### src/rtl/serial_subtractor.sv
// Bit-serial LSB-first subtractor: diff = a - b over WIDTH cycles.
// Optional signed-overflow output enabled by defining SERIAL_SUB_OVF_EN.
module serial_subtractor #(
  parameter int WIDTH = 8
) (
  input  logic             clk,
  input  logic             rst,
  input  logic             start,
  input  logic [WIDTH-1:0] a,
  input  logic [WIDTH-1:0] b,
  output logic             ready,
  output logic             busy,
  output logic             done,
  output logic [WIDTH-1:0] diff,
  output logic             bout
`ifdef SERIAL_SUB_OVF_EN
  ,
  output logic             ovf
`endif
);

  localparam int CW = (WIDTH > 2) ? $clog2(WIDTH) : 1;
  localparam logic [CW-1:0] LAST = CW'(WIDTH - 1);

  typedef enum logic [1:0] {
    IDLE  = 2'd0,
    SHIFT = 2'd1,
    DONE  = 2'd2
  } state_t;

  state_t           state_q, state_d;
  logic [WIDTH-1:0] a_sr_q, a_sr_d;
  logic [WIDTH-1:0] b_sr_q, b_sr_d;
  logic [WIDTH-1:0] res_q, res_d;
  logic [WIDTH-1:0] diff_q, diff_d;
  logic [CW-1:0]    count_q, count_d;
  logic             borrow_q, borrow_d;
  logic             bout_q, bout_d;
  logic             done_q, done_d;
  logic             busy_q, busy_d;
  logic             ready_q, ready_d;
`ifdef SERIAL_SUB_OVF_EN
  logic             amsb_q, amsb_d;
  logic             bmsb_q, bmsb_d;
  logic             ovf_q, ovf_d;
`endif

  logic             x, y, bin;
  logic             d_bit, b_next;
  logic [WIDTH-1:0] res_sh;

  // One full-subtractor cell on the current LSBs
  always_comb begin
    x      = a_sr_q[0];
    y      = b_sr_q[0];
    bin    = borrow_q;
    d_bit  = x ^ y ^ bin;
    b_next = (~x & y) | (~(x ^ y) & bin);
    res_sh = {d_bit, res_q[WIDTH-1:1]};
  end

  // Next-state and datapath control
  always_comb begin
    state_d  = state_q;
    a_sr_d   = a_sr_q;
    b_sr_d   = b_sr_q;
    res_d    = res_q;
    diff_d   = diff_q;
    count_d  = count_q;
    borrow_d = borrow_q;
    bout_d   = bout_q;
`ifdef SERIAL_SUB_OVF_EN
    amsb_d   = amsb_q;
    bmsb_d   = bmsb_q;
    ovf_d    = ovf_q;
`endif
    unique case (state_q)
      IDLE, DONE: begin
        state_d = IDLE;
        if (start) begin
          state_d  = SHIFT;
          a_sr_d   = a;
          b_sr_d   = b;
          borrow_d = 1'b0;
          count_d  = '0;
`ifdef SERIAL_SUB_OVF_EN
          amsb_d   = a[WIDTH-1];
          bmsb_d   = b[WIDTH-1];
`endif
        end
      end
      SHIFT: begin
        res_d    = res_sh;
        a_sr_d   = a_sr_q >> 1;
        b_sr_d   = b_sr_q >> 1;
        borrow_d = b_next;
        count_d  = count_q + 1'b1;
        if (count_q == LAST) begin
          state_d = DONE;
          diff_d  = res_sh;
          bout_d  = b_next;
`ifdef SERIAL_SUB_OVF_EN
          ovf_d   = (amsb_q != bmsb_q) && (d_bit != amsb_q);
`endif
        end
      end
      default: state_d = IDLE;
    endcase
    done_d  = (state_d == DONE);
    busy_d  = (state_d == SHIFT);
    ready_d = (state_d != SHIFT);
  end

  // State and registered outputs
  always_ff @(posedge clk or posedge rst) begin
    if (rst) begin
      state_q  <= IDLE;
      a_sr_q   <= '0;
      b_sr_q   <= '0;
      res_q    <= '0;
      diff_q   <= '0;
      count_q  <= '0;
      borrow_q <= 1'b0;
      bout_q   <= 1'b0;
      done_q   <= 1'b0;
      busy_q   <= 1'b0;
      ready_q  <= 1'b1;
`ifdef SERIAL_SUB_OVF_EN
      amsb_q   <= 1'b0;
      bmsb_q   <= 1'b0;
      ovf_q    <= 1'b0;
`endif
    end else begin
      state_q  <= state_d;
      a_sr_q   <= a_sr_d;
      b_sr_q   <= b_sr_d;
      res_q    <= res_d;
      diff_q   <= diff_d;
      count_q  <= count_d;
      borrow_q <= borrow_d;
      bout_q   <= bout_d;
      done_q   <= done_d;
      busy_q   <= busy_d;
      ready_q  <= ready_d;
`ifdef SERIAL_SUB_OVF_EN
      amsb_q   <= amsb_d;
      bmsb_q   <= bmsb_d;
      ovf_q    <= ovf_d;
`endif
    end
  end

  assign ready = ready_q;
  assign busy  = busy_q;
  assign done  = done_q;
  assign diff  = diff_q;
  assign bout  = bout_q;
`ifdef SERIAL_SUB_OVF_EN
  assign ovf   = ovf_q;
`endif

endmodule

### config.mk
export PLATFORM = sky130hd
export DESIGN_NAME = serial_subtractor
export DESIGN_NICKNAME = d
export VERILOG_FILES = /design/src/rtl/serial_subtractor.sv
export SDC_FILE = /design/constraint.sdc
export NUM_CORES = 1
export LEC_CHECK = 0
export CORE_ASPECT_RATIO = 0.6
export CORE_MARGIN = 10
export CORE_UTILIZATION = 37
export DETAILED_ROUTE_END_ITERATION = 10
export SETUP_SLACK_MARGIN = 0.3
export SYNTH_ARGS = -nofsm -noshare
export SYNTH_HDL_FRONTEND = slang
export SYNTH_SLANG_ARGS = --single-unit
### constraint.sdc
create_clock -name clk -period 1.8 [get_ports clk]
set_clock_uncertainty 0.2 [all_clocks]
set_input_delay 0.54 -clock clk [delete_from_list [all_inputs] [get_ports clk]]
set_output_delay 0.54 -clock clk [all_outputs]
set_load 0.02 [all_outputs]
==> qor.csv, run 1 <==
stage;metric;value;unit
placed_design;pre-CTS setup slack;-199;ps
logic_synthesis;xor and xnor fraction of the mapped netlist area;0;
logic_synthesis;Post-Synth Simple-Gate Area;0.140;
clock_network;TritonCTS clock tree;done;
logic_synthesis;Synth Area per Inst;11.4;um^2
worst_setup_path;critical path arrival;930;ps
logic_synthesis;Post-Synthesis Cells;151;
clock_network;htree depth;2;
clock_network;CTS max path bufs;2;
worst_setup_path;CP Max Fanout;1;
routing;drt drc;0;
worst_setup_path;crit path buf inv count;1;
routing;vias per inst;4.90;
clock_network;Worst-Skew Late Latency;300;ps
die;I/O Pins;31;
placed_design;PortBufs;30;
sta;Fin Setup TNS;0;ps
logic_synthesis;Post-Syn Area;1720;um^2
sta;final hold viol count;0;
worst_setup_path;Crit Path Class;reg -> out;
logic_synthesis;Synth warnings;0;
logic_synthesis;syn nets;173;
global_route;met1 usage;0.128;
global_route;met3 usage;0.0388;
worst_setup_path;Required @ worst endpoint;1060;ps
global_route;largest net degree at the start of global routing;42;
sta;Min Clock Period, post-route;1670;ps
placed_design;Routability Congestion;0.719;
routing;initial DRC count;32;
run;max cap viols;0;
die;row count;19;
sta;final worst path period share;0.929;
routing;DR vias;1353;
logic_synthesis;mux contribution to synthesized area;0.0822;
power_and_ir_drop;worst vdd ir;0.000625;V
sta;Max-slew headroom;0.838;
worst_setup_path;CP max-delay cell;dfstp_2;
clock_network;cts hold-fix bufs;0;
cells_and_area;Final Util;0.575;
sta;Fmax;598;MHz
clock_network;CTS Buf Count;5;
global_route;Most Used Layer, Global Route;met2;
sta;Slew Viols, Final;0;
sta;PnR worst setup slack;128;ps
worst_setup_path;Worst path top cell family by delay;flip-flops;
placed_design;Post-DP HPWL;2580;um
clock_network;CTS clock-pin slew for the worst setup and hold paths;80;ps
die;initial core utilization;0.379;
sta;RSZ-0062 raised after global routing;yes;
power_and_ir_drop;Power Density;1750;nW/um^2
global_route;All-Layer GR Usage;0.103;
worst_setup_path;crit end category;primary output;
global_route;routing usage on met2;0.151;
cells_and_area;commonest non-fill, non-tap cell in the layout;dfrtp_1;
sta;Slew @ Worst Pin;242;ps
cells_and_area;antenna diode count;0;
clock_network;CTS Sinks;41;
global_route;first-pass GRT wire length;6380;um
global_route;number of global-route vias before repair;1320;
routing;post-route ant nets;0;
power_and_ir_drop;Leak;0.00123;uW
clock_network;CTS Root Cell;clkbuf_8;
logic_synthesis;main combinational cell family by area after synthesis;simple AND/OR/NAND/NOR gates;
worst_setup_path;CP peak stage delay;530;ps
cells_and_area;Layout area overhead;51.7;%
routing;total wire length;4100;um
run_status;status;finished clean;
routing;drt pass-1 iters;4;
logic_synthesis;flops & latches, synth;41;
cells_and_area;# nets final;234;
global_route;grt total ovfl;0;
die;die area;7860;um^2
sta;Finish-stage setup viols;0;
global_route;initial antenna violation count;0;
cells_and_area;commonest cells after routing, fill and taps aside;dfrtp_1 (39), buf_4 (25), nand2_1 (20), clkdlybuf4s50_1 (17), buf_6 (14);
die;Die X;108;um
die;area of the core;4540;um^2
routing;Routed WL per cell;14.9;um
die;die height;72.8;um
logic_synthesis;sequential area share after synthesis;0.598;
cells_and_area;share of cells above drive strength 1;0.380;
logic_synthesis;Compound-Gate Fraction of Synth Area;0.108;
hold_path;path category of the worst min-delay check;reg -> reg;
sta;hold_ws;281;ps
worst_setup_path;critical path, cell by cell;buf_6;
logic_synthesis;Synth Area in Adders;0.0262;
logic_synthesis;Yosys cell types;28;
worst_setup_path;crit start category;flop;
[sequential cells by signal (all words and copies together), names as in the netlist, 2 cells and up]
register  cells
a_sr_q        8
b_sr_q        8
count_q       3
diff          8
res_q         7
state_q       2
[cell families after synthesis]
family          after synthesis
compound gates               29
fa+ha+maj                     3
buf+inv                      15
flops                        41
mux                          13
simple gates                 50
[power breakdown]
part	internal (uW)	switching [uW]
clock network	346	301
registers	1350	294
logic	1290	987
total	2990	1580
[worst paths after layout]
kind | start | end | slack, ps | depth (start not counted)
hold reg to reg | res_q[1]$_DFFE_PP0P_ | res_q[1]$_DFFE_PP0P_ | 280 | 2
setup reg to reg | count_q[1]$_DFFE_PP0P_ | diff[2]$_DFFE_PP0P_ | 230 | 4
min in group asynchronous | rst | busy$_DFF_PP0_ | 420 | 3
max in group asynchronous | rst | ready$_DFF_PP1_ | 730 | 3
hold / removal | res_q[1]$_DFFE_PP0P_ | res_q[1]$_DFFE_PP0P_ | 280 | 2
setup / recovery | ready$_DFF_PP1_ | ready | 130 | 1
[cell type report]
| cell class | instances | area, um^2 |
|---|---|---|
| clock buffer | 7 | 96.3 |
| clock inverter | 1 | 5.00 |
| fill | 381 | 1930 |
| inverter | 5 | 22.5 |
| multi-input combinational | 96 | 733 |
| sequential | 41 | 1030 |
| tap | 63 | 78.8 |
| timing repair buffer | 63 | 644 |
[synth_stat cells]
library cell   n  area (um^2)
a211oi_1       4         30.0
a21oi_1        5         25.0
a22o_1         5         43.8
and2b_1        1         7.51
buf_2          6         30.0
buf_4          2         15.0
buf_6          1         11.3
clkbuf_1       1         3.75
dfrtp_1       40         1000
dfstp_2        1         26.3
fa_1           1         20.0
ha_1           2         25.0
inv_1          4         15.0
inv_2          1         3.75
mux2_1         8         90.1
mux2_2         1         11.3
mux2i_1        4         40.0
nand2_1       20         75.1
nand2b_1       2         12.5
nand3_1        1         5.00
nand3b_4       1         20.0
nor2_1        10         37.5
nor2_2         1         6.26
nor2b_1        5         31.3
nor3_1         9         45.0
o21ai_0        2         10.0
o21ai_1        3         15.0
o22ai_1       10         62.6
[metrics by stage]
stage / total power, uW / cell area, um^2 / cells
2_1_floorplan: 2670 / 1750 / 151
3_3_place_gp: 3170 / 2160 / 243
3_5_place_dp: 3240 / 2160 / 243
4_1_cts: 4160 / 2390 / 259
5_1_grt: 4910 / 2610 / 276
6_report: 4570 / 2610 / 276
[worst reg2reg max path: cells and delay by family (launching register included)]
family | cells | cell delay (ps)
DFF | 1 | 390
adders and majority gates | 2 | 380
and+or+nand+nor | 1 | 150
muxes | 1 | 320
[per-layer routing]
metal,routed length (um),vias to the layer above
li1,-,642
met1,1850,673
met2,1910,30
met3,256,8
met4,78,0
met5,0,-
[timing repair]
action / CTS / global route
setup buffers: 7 / 16
setup endpoints to repair: 44 / 36
pin swaps: 0 / 2
cloned: 1 / 1
resized for setup: 86 / 15
Power figures use the tool's default switching activity.
==> inputs of run 2 (changes only) <==
--- a/config.mk
+++ b/config.mk
@@ -9,7 +9,9 @@
 export CORE_MARGIN = 10
 export CORE_UTILIZATION = 37
 export DETAILED_ROUTE_END_ITERATION = 10
+export GPL_ROUTABILITY_DRIVEN = 0
 export SETUP_SLACK_MARGIN = 0.3
+export SKIP_CTS_REPAIR_TIMING = 1
 export SYNTH_ARGS = -nofsm -noshare
 export SYNTH_HDL_FRONTEND = slang
 export SYNTH_SLANG_ARGS = --single-unit
==> run 2 against run 1 <==
  * First-iteration DRC count decreased by 6.3%
  * Sequential share of layout area increased by 1.9 points
  * Routed wire length shrank 6.5%
  * Fmax hardly changed
  * Cell count decreased by 6.2%
  * Design area fell by 4.7%
  * Utilization shrank 2.7 points
  * Largest power group unchanged
  * Critical path depth stayed put
  * Via count down 5.6%
  * Clock power barely moved
  * Power shrank 5.9%
==> qor.csv, run 2 (synthesized netlist as in run 1, its figures left out) <==
stage;metric;value;unit;change
sta;Fin Setup TNS;0;ps;unchanged
routing;total wire length;3840;um;was 4100 um
power_and_ir_drop;worst vdd ir;0.000599;V;was 0.000625 V
routing;DR vias;1277;;was 1353
die;die height;72.8;um;unchanged
cells_and_area;share of cells above drive strength 1;0.327;;was 0.380
worst_setup_path;Crit Path Class;reg -> out;;unchanged
worst_setup_path;CP Max Fanout;1;;unchanged
global_route;largest net degree at the start of global routing;42;;unchanged
global_route;first-pass GRT wire length;6080;um;was 6380 um
global_route;grt total ovfl;0;;unchanged
cells_and_area;Non-Filler Instances;259;;was 276
routing;vias per inst;4.93;;was 4.90
run;max cap viols;0;;unchanged
worst_setup_path;Required @ worst endpoint;1060;ps;about the same
die;I/O Pins;31;;unchanged
sta;RSZ-0062 raised after global routing;yes;;unchanged
clock_network;CTS Root Cell;clkbuf_8;;unchanged
global_route;initial antenna violation count;0;;unchanged
clock_network;CTS Buf Count;5;;unchanged
clock_network;CTS clock-pin slew for the worst setup and hold paths;80;ps;about the same
clock_network;CTS max path bufs;2;;unchanged
sta;final worst path period share;0.929;;about the same
power_and_ir_drop;Power Density;1730;nW/um^2;was 1750 nW/um^2
die;initial core utilization;0.379;;unchanged
sta;Slew Viols, Final;0;;unchanged
routing;Routed WL per cell;14.8;um;was 14.9 um
worst_setup_path;Critical Path Source;ready$_DFF_PP1_;;unchanged
placed_design;Post-DP HPWL;2580;um;unchanged
cells_and_area;commonest cells after routing, fill and taps aside;dfrtp_1 (40), nand2_1 (19), clkdlybuf4s50_1 (17), buf_6 (14), nor2_1 (10);;was dfrtp_1 (39), buf_4 (25), nand2_1 (20), clkdlybuf4s50_1 (17), buf_6 (14)
sta;Fmax;598;MHz;about the same
sta;Slew @ Worst Pin;414;ps;was 242 ps
clock_network;Worst-Skew Late Latency;290;ps;was 300 ps
worst_setup_path;R2R Setup Slk;210;ps;was 230 ps
sta;final hold viol count;0;;unchanged
worst_setup_path;crit start category;flop;;unchanged
worst_setup_path;reg2reg end;diff[2]$_DFFE_PP0P_;;unchanged
die;Die X;108;um;unchanged
worst_setup_path;critical path, cell by cell;buf_6;;unchanged
cells_and_area;# nets final;217;;was 234
die;row count;19;;unchanged
worst_setup_path;CP endpoint;ready;;unchanged
worst_setup_path;CP max-delay cell;dfstp_2;;unchanged
power_and_ir_drop;Leak;0.00116;uW;was 0.00123 uW
sta;Min Clock Period, post-route;1670;ps;about the same
worst_setup_path;reg2reg start;count_q[1]$_DFFE_PP0P_;;unchanged
clock_network;CTS Sinks;41;;unchanged
sta;Max-slew headroom;0.723;;was 0.838
clock_network;TritonCTS clock tree;done;;unchanged
routing;drt pass-1 iters;5;;was 4
sta;hold_ws;282;ps;was 281 ps
global_route;number of global-route vias before repair;1256;;was 1320
worst_setup_path;CP peak stage delay;530;ps;about the same
worst_setup_path;crit path buf inv count;1;;unchanged
global_route;All-Layer GR Usage;0.0982;;was 0.103
clock_network;htree depth;2;;unchanged
worst_setup_path;crit end category;primary output;;unchanged
cells_and_area;antenna diode count;0;;unchanged
routing;post-route ant nets;0;;unchanged
routing;initial DRC count;30;;was 32
cells_and_area;Layout area overhead;44.5;%;was 51.7%
worst_setup_path;Worst path top cell family by delay;flip-flops;;unchanged
die;area of the core;4540;um^2;unchanged
die;die area;7860;um^2;unchanged
cells_and_area;commonest non-fill, non-tap cell in the layout;dfrtp_1;;unchanged
routing;drt drc;0;;unchanged
sta;Finish-stage setup viols;0;;unchanged
worst_setup_path;Crit path depth;1;;unchanged
run_status;status;finished clean;;unchanged
worst_setup_path;Worst R2R Path Depth;4;;unchanged
hold_path;path category of the worst min-delay check;reg -> reg;;unchanged
placed_design;dpl cells;243;;unchanged
worst_setup_path;critical path arrival;930;ps;about the same
placed_design;PortBufs;30;;unchanged
[run 2: cell types whose count changed in the layout (fill, tap and decap cells not counted), sizes merged]
| cell | change |
|---|---|
| dlygate4sd2 | -1 |
| clkbuf | -1 |
| dlymetal6s2s | +1 |
| buf | -16 |
[run 2: worst min-delay path by stage]
stage / start / cells past startpoint / end / slack, ps
after CTS: res_q[1]$_DFFE_PP0P_ / 2 / res_q[1]$_DFFE_PP0P_ / 280
after floorplan: res_q[1]$_DFFE_PP0P_ / 2 / res_q[1]$_DFFE_PP0P_ / 240
final: res_q[1]$_DFFE_PP0P_ / 2 / res_q[1]$_DFFE_PP0P_ / 280
after global routing: res_q[1]$_DFFE_PP0P_ / 2 / res_q[1]$_DFFE_PP0P_ / 310
after detailed placement: res_q[1]$_DFFE_PP0P_ / 2 / res_q[1]$_DFFE_PP0P_ / 260
after global placement: res_q[1]$_DFFE_PP0P_ / 2 / res_q[1]$_DFFE_PP0P_ / 250
[run 2: routing by layer]
layer	part of all wire	routed length [um]	vias up	global-route usage
li1	-	-	610	-
met1	0.47	1810	627	0.124
met2	0.44	1700	32	0.139
met3	0.063	241	8	0.0388
met4	0.020	78	0	0.0575
met5	0	0	-	0
[run 2: per-stage QoR]
step	cell area [um^2]	util	setup slack [ps]	power [uW]
2_1_floorplan	1750	-	230	2670
3_3_place_gp	2160	0.476	-121	3170
3_5_place_dp	2160	0.476	-199	3240
4_1_cts	2260	0.498	-364	3900
5_1_grt	2480	0.547	91.0	4620
6_report	2480	0.547	128	4300
[run 2: area by class of cell]
type / instances / area (um^2)
clock buffer: 7 / 96.3
clock inverter: 1 / 5.00
fill: 382 / 2060
inverter: 5 / 22.5
timing repair buffer: 46 / 508
multi-input combinational: 96 / 747
tap: 63 / 78.8
sequential: 41 / 1030
[run 2: worst min-delay path, stage by stage (launching register included)]
cell and delay (ps):
dfrtp_1 350, nand2_1 50, nand2_1 50
[run 2: report_power, final]
part	switching, uW	internal [uW]
Sequential	297	1350
Combinational	929	1080
Clock	304	346
Total	1530	2770
==> inputs of run 3 (changes only) <==
--- a/config.mk
+++ b/config.mk
@@ -5,11 +5,14 @@
 export SDC_FILE = /design/constraint.sdc
 export NUM_CORES = 1
 export LEC_CHECK = 0
+export ABC_CLOCK_PERIOD_IN_PS = 1800
+export CAP_MARGIN = 20
 export CORE_ASPECT_RATIO = 0.6
 export CORE_MARGIN = 10
 export CORE_UTILIZATION = 37
 export DETAILED_ROUTE_END_ITERATION = 10
 export GPL_ROUTABILITY_DRIVEN = 0
+export PLACE_DENSITY = 0.72
 export SETUP_SLACK_MARGIN = 0.3
 export SKIP_CTS_REPAIR_TIMING = 1
 export SYNTH_ARGS = -nofsm -noshare
==> run 3 against run 2 <==
  * Hold slack gained 12 ps
  * Largest power group unchanged
  * Clock-buffer cell count shrank 1
  * Utilization shrank 1.9 points
==> qor.csv, run 3 (synthesized netlist as in run 1, its figures left out) <==
stage;metric;value;unit;change
run_status;status;finished clean;;unchanged
clock_network;htree depth;2;;unchanged
global_route;grt total ovfl;0;;unchanged
run;max cap viols;0;;unchanged
worst_setup_path;Worst path top cell family by delay;flip-flops;;unchanged
cells_and_area;commonest non-fill, non-tap cell in the layout;dfrtp_1;;unchanged
sta;Max-slew headroom;0.835;;was 0.723
clock_network;CTS Buf Count;5;;unchanged
clock_network;CTS Sinks;41;;unchanged
global_route;number of global-route vias before repair;1230;;was 1256
worst_setup_path;CP Max Fanout;1;;unchanged
die;initial core utilization;0.379;;unchanged
die;die area;7860;um^2;unchanged
cells_and_area;# nets final;220;;was 217
global_route;All-Layer GR Usage;0.0948;;was 0.0982
worst_setup_path;CP peak stage delay;530;ps;about the same
power_and_ir_drop;Power Density;1700;nW/um^2;was 1730 nW/um^2
worst_setup_path;CP max-delay cell;dfstp_2;;unchanged
worst_setup_path;reg2reg start;count_q[0]$_DFFE_PP0P_;;was count_q[1]$_DFFE_PP0P_
sta;final worst path period share;0.929;;about the same
clock_network;CTS clock-pin slew for the worst setup and hold paths;80;ps;about the same
global_route;first-pass GRT wire length;5930;um;was 6080 um
power_and_ir_drop;Leak;0.00113;uW;was 0.00116 uW
die;Die X;108;um;unchanged
cells_and_area;antenna diode count;0;;unchanged
die;I/O Pins;31;;unchanged
routing;vias per inst;4.87;;was 4.93
sta;RSZ-0062 raised after global routing;yes;;unchanged
cells_and_area;Non-Filler Instances;262;;was 259
hold_path;path category of the worst min-delay check;reg -> reg;;unchanged
worst_setup_path;crit end category;primary output;;unchanged
hold_path;Hold Startpoint;res_q[1]$_DFFE_PP0P_;;unchanged
global_route;initial antenna violation count;0;;unchanged
sta;final hold viol count;0;;unchanged
sta;hold_ws;294;ps;was 282 ps
clock_network;CTS Root Cell;clkbuf_8;;unchanged
worst_setup_path;critical path arrival;930;ps;about the same
worst_setup_path;R2R Setup Slk;270;ps;was 210 ps
routing;post-route ant nets;0;;unchanged
hold_path;Hold Path Depth;2;;unchanged
sta;Finish-stage setup viols;0;;unchanged
sta;Slew Viols, Final;0;;unchanged
worst_setup_path;Crit Path Class;reg -> out;;unchanged
worst_setup_path;critical path, cell by cell;buf_6;;unchanged
die;area of the core;4540;um^2;unchanged
routing;Routed WL per cell;14.5;um;was 14.8 um
cells_and_area;share of cells above drive strength 1;0.307;;was 0.327
cells_and_area;multi-input logic area;687;um^2;was 747 um^2
clock_network;CTS max path bufs;2;;unchanged
worst_setup_path;Worst R2R Path Depth;4;;unchanged
cells_and_area;Sequential Area;1030;um^2;about the same
global_route;largest net degree at the start of global routing;29;;was 42
routing;DR vias;1276;;was 1277
routing;drt drc;0;;unchanged
placed_design;PortBufs;30;;unchanged
cells_and_area;post-route design area;2400;um^2;was 2480 um^2
cells_and_area;Fillers;409;;was 382
sta;Min Clock Period, post-route;1670;ps;about the same
die;row count;19;;unchanged
sta;Slew @ Worst Pin;248;ps;was 414 ps
die;die height;72.8;um;unchanged
cells_and_area;Layout area overhead;39.6;%;was 44.5%
hold_path;Hold EP;res_q[1]$_DFFE_PP0P_;;unchanged
sta;Fmax;598;MHz;about the same
routing;drt pass-1 iters;4;;was 5
placed_design;Post-DP HPWL;2550;um;was 2580 um
clock_network;TritonCTS clock tree;done;;unchanged
worst_setup_path;crit path buf inv count;1;;unchanged
routing;initial DRC count;45;;was 30
worst_setup_path;Required @ worst endpoint;1060;ps;about the same
worst_setup_path;reg2reg end;diff[5]$_DFFE_PP0P_;;was diff[2]$_DFFE_PP0P_
placed_design;Cell Area, Placed;2160;um^2;about the same
placed_design;dpl cells;244;;was 243
clock_network;Worst-Skew Late Latency;290;ps;about the same
cells_and_area;commonest cells after routing, fill and taps aside;dfrtp_1 (38), nand2_1 (20), clkdlybuf4s50_1 (17), buf_4 (17), buf_6 (12);;was dfrtp_1 (40), nand2_1 (19), clkdlybuf4s50_1 (17), buf_6 (14), nor2_1 (10)
worst_setup_path;crit start category;flop;;unchanged
routing;total wire length;3790;um;was 3840 um
power_and_ir_drop;worst vdd ir;0.000707;V;was 0.000599 V
-- run 3: worst register-to-register path, delay by kind of cell, from the launching register on --
kind	cells	cell delay (ps)
flip-flops	1	390
adder cells (fa/ha/maj)	2	380
multiplexers	1	310
AND/OR/NAND/NOR	1	150
-- run 3: power breakdown --
part / switching, uW / total (uW) / internal [uW] / leakage (uW)
registers: 300 / 1650 / 1350 / 0.000500
clock network: 327 / 638 / 311 / 0.0000512
logic: 834 / 1790 / 954 / 0.000577
-- run 3: per-layer routing --
layer  wire [um]  global-route usage  share of wire  up-vias
li1            -                   -              -      618
met1        1870               0.131           0.49      611
met2        1540               0.120           0.41       42
met3         342              0.0485          0.090        5
met4          38              0.0369          0.010        0
met5           0                   0              0        -
-- run 3: worst max path at each step --
stage | start | end | slack, ps | depth (start not counted)
after floorplan | count_q[1]$_DFFE_PP0P_ | bout$_DFFE_PP0P_ | 230 | 5
after global placement | start | a_sr_q[4]$_DFFE_PP0P_ | -60 | 5
after detailed placement | start | count_q[2]$_DFFE_PP0P_ | -100 | 4
after CTS | ready$_DFF_PP1_ | ready | -370 | 1
after global routing | ready$_DFF_PP1_ | ready | 90 | 1
final | ready$_DFF_PP1_ | ready | 130 | 1
-- run 3: stage by stage --
step	worst slack, ps	utilization	total power (uW)	TNS, ps
final	128	0.529	4080	0
after global routing	91.1	0.529	4400	0
after CTS	-373	0.496	3850	-2560
after detailed placement	-102	0.475	3220	-1580
after global placement	-60.1	0.475	3170	-933
after floorplan	230	-	2670	0
-- run 3: final cells by class --
cell class | instances | area share
clock buffer | 6 | 0.0344
clock inverter | 2 | 0.00574
inverter | 5 | 0.00938
multi-input combinational | 96 | 0.286
sequential | 41 | 0.429
tap | 63 | 0.0328
timing repair buffer | 49 | 0.202
